## config.mk

```make
export PLATFORM = sky130hd
export DESIGN_NAME = issue_scheduler_flat
export DESIGN_NICKNAME = d
export VERILOG_FILES = /design/src/rtl/issue_scheduler_if.sv /design/src/rtl/issue_scheduler.sv /design/src/flat_wrapper.sv
export SDC_FILE = /design/constraint.sdc
export NUM_CORES = 2
export LEC_CHECK = 0
export BUFFER_PORTS_ARGS = -buffer_cell sky130_fd_sc_hd__buf_2
export CAP_MARGIN = 5
export CORE_ASPECT_RATIO = 1.5
export CORE_MARGIN = 5
export CORE_UTILIZATION = 46
export DETAILED_ROUTE_END_ITERATION = 6
export PLACE_DENSITY = 0.72
export SLEW_MARGIN = 20
export SYNTH_ARGS = -nofsm -noshare
export SYNTH_HDL_FRONTEND = slang
export SYNTH_SLANG_ARGS = --single-unit
export TNS_END_PERCENT = 30
```

## constraint.sdc

```tcl
create_clock -name clk -period 3.9 [get_ports clk]
set_input_delay 0.39 -clock clk [delete_from_list [all_inputs] [get_ports clk]]
set_output_delay 0.39 -clock clk [all_outputs]
set_load 0.05 [all_outputs]
```

## src/rtl/issue_scheduler_if.sv

```systemverilog
// rtl/issue_scheduler_if.sv - alloc/issue/done handshake bundle for issue_scheduler
interface issue_scheduler_if #(
    parameter int bs = 32
);
    localparam int IW = $clog2(bs);

    logic          alloc_valid;
    logic          alloc_ready;
    logic [IW-1:0] alloc_index;
    logic [0:bs-1] alloc_dept;
    logic          issue_valid;
    logic          issue_ready;
    logic [IW-1:0] issue_index;
    logic          done_valid;
    logic [IW-1:0] done_index;
    logic [IW:0]   occupancy;

    modport master (
        output alloc_valid, alloc_dept, issue_ready, done_valid, done_index,
        input  alloc_ready, alloc_index, issue_valid, issue_index, occupancy
    );

    modport slave (
        input  alloc_valid, alloc_dept, issue_ready, done_valid, done_index,
        output alloc_ready, alloc_index, issue_valid, issue_index, occupancy
    );
endinterface

```

## src/rtl/issue_scheduler.sv

```systemverilog
// rtl/issue_scheduler.sv - slot allocator and dependency-aware issue scheduler
// Define ISSUE_SCHED_RR_EN for round-robin issue selection; default is lowest-index first.
module issue_scheduler #(
    parameter int bs = 32
) (
    input  logic             clk,
    input  logic             rst,
    issue_scheduler_if.slave bus
);
    localparam int IW = $clog2(bs);

    typedef enum logic [1:0] {S_FREE, S_WAIT, S_ISSUED} slot_t;

    slot_t         st_q  [bs];
    slot_t         st_d  [bs];
    logic [0:bs-1] dep_q [bs];
    logic [0:bs-1] dep_d [bs];
    logic          issue_valid_q, issue_valid_d;
    logic [IW-1:0] issue_index_q, issue_index_d;
    logic [IW:0]   occ_q, occ_d;

    logic [0:bs-1] live, cand, self_mask, done_mask, done_col, alloc_row;
    logic          free_found, sel_found, done_eff, alloc_fire, load;
    logic [IW-1:0] free_idx, sel_idx;

`ifdef ISSUE_SCHED_RR_EN
    logic [IW-1:0] rr_ptr_q, rr_ptr_d;
    int            j;
`endif

    // State register
    always_ff @(posedge clk) begin
        if (rst) begin
            for (int i = 0; i < bs; i++) begin
                st_q[i]  <= S_FREE;
                dep_q[i] <= '0;
            end
            issue_valid_q <= 1'b0;
            issue_index_q <= '0;
            occ_q         <= '0;
`ifdef ISSUE_SCHED_RR_EN
            rr_ptr_q      <= '0;
`endif
        end else begin
            for (int i = 0; i < bs; i++) begin
                st_q[i]  <= st_d[i];
                dep_q[i] <= dep_d[i];
            end
            issue_valid_q <= issue_valid_d;
            issue_index_q <= issue_index_d;
            occ_q         <= occ_d;
`ifdef ISSUE_SCHED_RR_EN
            rr_ptr_q      <= rr_ptr_d;
`endif
        end
    end

    // Decode of registered state: free slot, candidates, selection, masks
    always_comb begin
        live       = '0;
        cand       = '0;
        free_found = 1'b0;
        free_idx   = '0;
        sel_found  = 1'b0;
        sel_idx    = '0;
        for (int i = 0; i < bs; i++) begin
            live[i] = (st_q[i] != S_FREE);
            cand[i] = (st_q[i] == S_WAIT) && (dep_q[i] == '0);
        end
        for (int i = bs - 1; i >= 0; i--) begin
            if (!live[i]) begin
                free_found = 1'b1;
                free_idx   = IW'(i);
            end
        end
`ifdef ISSUE_SCHED_RR_EN
        j = 0;
        // Descending offset so the nearest candidate at or after rr_ptr wins
        for (int k = bs - 1; k >= 0; k--) begin
            j = int'(rr_ptr_q) + k;
            if (j >= bs) j = j - bs;
            if (cand[IW'(j)]) begin
                sel_found = 1'b1;
                sel_idx   = IW'(j);
            end
        end
`else
        for (int i = bs - 1; i >= 0; i--) begin
            if (cand[i]) begin
                sel_found = 1'b1;
                sel_idx   = IW'(i);
            end
        end
`endif
        done_eff   = bus.done_valid && (st_q[bus.done_index] == S_ISSUED);
        alloc_fire = bus.alloc_valid && free_found;
        load       = !issue_valid_q || bus.issue_ready;
        for (int i = 0; i < bs; i++) begin
            self_mask[i] = (IW'(i) == free_idx);
            done_mask[i] = bus.done_valid && (IW'(i) == bus.done_index);
            done_col[i]  = done_eff && (IW'(i) == bus.done_index);
        end
        alloc_row = bus.alloc_dept & live & ~self_mask & ~done_mask;
    end

    // Next-state logic
    always_comb begin
        for (int i = 0; i < bs; i++) begin
            st_d[i]  = st_q[i];
            dep_d[i] = dep_q[i] & ~done_col;
            if (done_eff && (IW'(i) == bus.done_index)) st_d[i] = S_FREE;
            if (load && sel_found && (IW'(i) == sel_idx)) st_d[i] = S_ISSUED;
            if (alloc_fire && (IW'(i) == free_idx)) begin
                st_d[i]  = S_WAIT;
                dep_d[i] = alloc_row;
            end
        end
        issue_valid_d = issue_valid_q;
        issue_index_d = issue_index_q;
`ifdef ISSUE_SCHED_RR_EN
        rr_ptr_d      = rr_ptr_q;
`endif
        if (load) begin
            issue_valid_d = sel_found;
            if (sel_found) begin
                issue_index_d = sel_idx;
`ifdef ISSUE_SCHED_RR_EN
                rr_ptr_d = (sel_idx == IW'(bs - 1)) ? '0 : sel_idx + 1'b1;
`endif
            end
        end
        occ_d = occ_q + (IW + 1)'(alloc_fire) - (IW + 1)'(done_eff);
    end

    // Outputs
    assign bus.alloc_ready = free_found;
    assign bus.alloc_index = free_idx;
    assign bus.issue_valid = issue_valid_q;
    assign bus.issue_index = issue_index_q;
    assign bus.occupancy   = occ_q;
endmodule

```

## src/flat_wrapper.sv

```systemverilog
// flat-port wrapper written by rule: the top's interface ports become plain ports
module issue_scheduler_flat 
#(
    parameter int bs = 32
)
  (clk, rst, bus_alloc_valid, bus_alloc_dept, bus_issue_ready, bus_done_valid, bus_done_index, bus_alloc_ready, bus_alloc_index, bus_issue_valid, bus_issue_index, bus_occupancy);
  issue_scheduler_if #(.bs(bs)) bus_i ();
  input  logic clk;
  input  logic rst;
  input wire logic [$bits(bus_i.alloc_valid)-1:0] bus_alloc_valid;
  input wire logic [$bits(bus_i.alloc_dept)-1:0] bus_alloc_dept;
  input wire logic [$bits(bus_i.issue_ready)-1:0] bus_issue_ready;
  input wire logic [$bits(bus_i.done_valid)-1:0] bus_done_valid;
  input wire logic [$bits(bus_i.done_index)-1:0] bus_done_index;
  output wire logic [$bits(bus_i.alloc_ready)-1:0] bus_alloc_ready;
  output wire logic [$bits(bus_i.alloc_index)-1:0] bus_alloc_index;
  output wire logic [$bits(bus_i.issue_valid)-1:0] bus_issue_valid;
  output wire logic [$bits(bus_i.issue_index)-1:0] bus_issue_index;
  output wire logic [$bits(bus_i.occupancy)-1:0] bus_occupancy;
  assign bus_i.alloc_valid = bus_alloc_valid;
  assign bus_i.alloc_dept = bus_alloc_dept;
  assign bus_i.issue_ready = bus_issue_ready;
  assign bus_i.done_valid = bus_done_valid;
  assign bus_i.done_index = bus_done_index;
  assign bus_alloc_ready = bus_i.alloc_ready;
  assign bus_alloc_index = bus_i.alloc_index;
  assign bus_issue_valid = bus_i.issue_valid;
  assign bus_issue_index = bus_i.issue_index;
  assign bus_occupancy = bus_i.occupancy;
  issue_scheduler #(.bs(bs)) u_core (.clk(clk), .rst(rst), .bus(bus_i));
endmodule
```

==> results.sh <==
export IMPL_start_kind="register"
export IMPL_fmax_ghz=0.264
export IMPL_endpoint_kind="register"
export IMPL_ir_drop_mv=0.414
export IMPL_hp_class="primary input to register"
export IMPL_path_max_fanout=7
export IMPL_die_w_microns=271
export IMPL_dr_pass1_iters=7
export IMPL_setup_viol=0
export IMPL_hold_buffers=0
export IMPL_drive_gt1_share_pct=11.6
export IMPL_cts_sinks=1100
export IMPL_ys_types=84
export IMPL_gp_congestion=1.08
export IMPL_via_per_inst=6.73
export IMPL_ioPinCount=60
export IMPL_slowest_delay_ns=0.90
export IMPL_numCtsBuffers=97
export IMPL_min_path_cells=2
export IMPL_dp_slack_ns=0.183
export IMPL_avgSynthCellArea_sq_um=8.04
export IMPL_grt_max_degree=232
export IMPL_gr_max_usage_layer="met2"
export IMPL_cts_buffer_depth=3
export IMPL_fin_crit_ns=3.79
export IMPL_dieArea_sq_mm=0.109
export IMPL_reg2reg_from="u_core.dep_q[2][128]"
export IMPL_rr_endpoint="u_core.st_q[12][0]"
export IMPL_p_leak_nw=18.3
export IMPL_die_h_microns=402
export IMPL_fin_ws_ns=0.107
export IMPL_yosys_warnings=0
export IMPL_antenna_found_initial=9
export IMPL_clock_skew_ns=0.0507
export IMPL_tns_ns=0
export IMPL_path_clk_slew_ns=0.07
export IMPL_synth_flop_cell="dfxtp_1"
export IMPL_drt_iter0_drc=6661
export IMPL_p_per_area_mw_per_mm2=476
export IMPL_slowest_stage="nor4b_1"
export IMPL_postCtsSetupRepairBufs=0
export IMPL_yosysTopAreaCellShare_pct=46.7
export IMPL_synth_area_sq_mm=0.0472
export IMPL_async_flop_share_pct=0
export IMPL_path_class="register to register"
export IMPL_fin_nets=5794
export IMPL_reg2regPathDepth=12
export IMPL_worstSkewPairLatency_ns=0.76
export IMPL_grt_usage_pct=34.2
export IMPL_worstHoldEndpoint="u_core.dep_q[2][89]"
export IMPL_ys_seq_area_share_pct=46.7
export IMPL_start_util_pct=46.4
export IMPL_grt_util_met2_pct=53.9
export IMPL_cts_root_buf="clkbuf_16"
export IMPL_synth_largest_area_cell="dfxtp_1"
export IMPL_crit_top_cell="buf_4"
export IMPL_grt_first_pass_wirelength_microns=287000
export IMPL_coreArea_sq_mm=0.102
export IMPL_status="finished with violations"
export IMPL_grt_pass1_vias=45093
export IMPL_worstPathCellList="nor4b_1 > nand4_1 > nor3_1 > buf_4 > or2_2 > a221oi_1 > buf_4 > o211a_1 > buf_4 > a21oi_2 > a311oi_1 > buf_4"
export IMPL_violations="design-rule violations"
export IMPL_rsz0062_at_grt="no"
export IMPL_finalMaxSlewViolations=0
export IMPL_grtUsageMet1_pct=39.8
export IMPL_dpl_hpwl_microns=127000
export IMPL_crit_arrival_ns=4.43
export IMPL_drt_wl_total_microns=197000
export IMPL_hp_start="rst"
export IMPL_grtUsageMet3_pct=7.99
export IMPL_route_vias_total=48012
export IMPL_syn_instance_count=5861
export IMPL_max_cap_viol_count=0
export IMPL_yosys_top_cells_area="dfxtp_1 47%, nor4_1 6.9%, nand3_1 6.1%"
export IMPL_drcViolationCount=15
export IMPL_slew_headroom_pct=22.6
export IMPL_synth_edf_count=0
export IMPL_port_buffers=59
export IMPL_cts_tree="yes"
export IMPL_syn_num_nets=5910
export IMPL_syn2layout_area_growth_pct=12.6
export IMPL_overflow=0
export IMPL_ff2ff_setup_slack_ns=0.11
export IMPL_wl_per_cell_microns=27.6
export IMPL_row_count=143
export IMPL_antenna_left=0
export IMPL_hold_viol=0
export IMPL_required_ns=4.54
export IMPL_worst_pin_slew_ns=1.16
export IMPL_htree_num_levels=3
export IMPL_ys_seq_elements=1100
export IMPL_fin_crit_sh_pct=97.3
## cells in the mapped netlist, drive strengths merged (8+ instances only)
library cell  count
nand2b           23
nand3           580
nor3b             8
and2             17
nor4b            33
clkbuf          408
inv              18
nand4            92
nand2           590
a21oi           565
nor4            530
a211oi            8
and4              9
or2              15
o31a             14
o22ai            19
nor2            618
nor2b            10
a31oi           394
a311oi           19
o21a            113
o31ai            10
a21o             28
buf             219
and3            124
nor3            147
or3              16
o21ai            56
dfxtp          1100
## worst max path at each step
stage | from | end | slack [ns] | depth (start not counted)
3_5_place_dp | u_core.st_q[1][0] | u_core.st_q[12][0] | 0.18 | 10
5_1_grt | u_core.st_q[1][0] | u_core.st_q[12][0] | 0.03 | 10
2_1_floorplan | bus_done_index[1] | u_core.bus.occupancy[4] | 0.43 | 15
3_3_place_gp | u_core.st_q[1][0] | u_core.st_q[17][0] | 0.13 | 9
4_1_cts | u_core.st_q[27][1] | bus_alloc_index[0] | 0.009 | 8
6_report | u_core.dep_q[2][128] | u_core.st_q[12][0] | 0.11 | 12
## where the power goes
part	leakage (nW)	switching (W)	internal, W
logic	7.82	0.00271	0.000805
registers	8.86	0.0000610	0.0113
clock network	1.67	0.00464	0.00578
## cell usage in the layout, fill, tap and decap left out, drive strengths merged, types with 19 or more instances in the layout
| cell type | n |
|---|---|
| dfxtp | 1100 |
| nand2 | 590 |
| nor4 | 530 |
| o21ai | 56 |
| buf | 412 |
| a31oi | 394 |
| nand4 | 92 |
| o22ai | 19 |
| nor2 | 618 |
| nor3 | 147 |
| o21a | 113 |
| and3 | 124 |
| nand3 | 580 |
| clkbuf | 131 |
| nor4b | 33 |
| a21o | 28 |
| a311oi | 19 |
| a21oi | 565 |
| clkinv | 30 |
| nand2b | 23 |
| inv | 20 |
## worst max-delay path, delay by kind of cell (launching register included)
| kind | cells | cell delay [ns] |
|---|---|---|
| DFF | 1 | 0.35 |
| buffers and inverters | 4 | 0.72 |
| and+or+nand+nor | 4 | 1.57 |
| AOI/OAI and AO/OA | 4 | 1.03 |
## state kept, by name, indices dropped and copies added, names as in the netlist
| name | count |
|---|---|
| u_core.bus.issue_valid | 1 |
| u_core.bus.issue_index | 5 |
| u_core.dep_q | 1024 |
| u_core.bus.occupancy | 6 |
| u_core.st_q | 64 |
## metal layers
metal,routed length (microns),vias to the layer above
met1,69100,22685
met4,19600,4
met2,87300,3236
met3,21000,1020
met5,18,-
li1,-,21067
## logic make-up (layout without fill, tap and decap cells)
family	count (synthesis)	after routing	synth area share, %
AOI/OAI and AO/OA	1272	1272	16.2
xor gates and xnor gates	5	5	0.0929
adders and majority gates	7	7	0.202
buffers and inverters	646	611	6.17
DFF	1100	1100	46.7
muxes	7	7	0.308
other	0	4	0
and+or+nand+nor	2824	2824	30.3
## through the flow
stage | area (sq um) | power (W) | util [%] | hold WS (ns) | cells
floorplan | 47200 | 0.0137 | - | 0.409 | 5861
global placement | 49600 | 0.0150 | 48.8 | 0.419 | 6951
detailed placement | 49700 | 0.0150 | 48.9 | 0.422 | 6951
CTS | 53100 | 0.0252 | 52.2 | 0.0503 | 7131
global route | 53100 | 0.0258 | 52.2 | 0.0954 | 7131
finish | 53100 | 0.0253 | 52.2 | 0.0637 | 7135
## area by class of cell
| class | count | area, sq um |
|---|---|---|
| Timing Repair Buffer | 412 | 3560 |
| Clock buffer | 131 | 2740 |
| Fill cell | 9307 | 48500 |
| Clock inverter | 49 | 678 |
| Sequential cell | 1100 | 22000 |
| Multi-Input combinational cell | 4115 | 22400 |
| Inverter | 19 | 76.3 |
| Tap cell | 1305 | 1630 |
| Antenna cell | 4 | 10.0 |
## repair_timing
item                       in CTS  in global routing
gates cloned                    0                  0
setup endpoints to repair       1                  1
resized for setup               1                  1
Note: power is estimated with default switching activity, not from simulation.
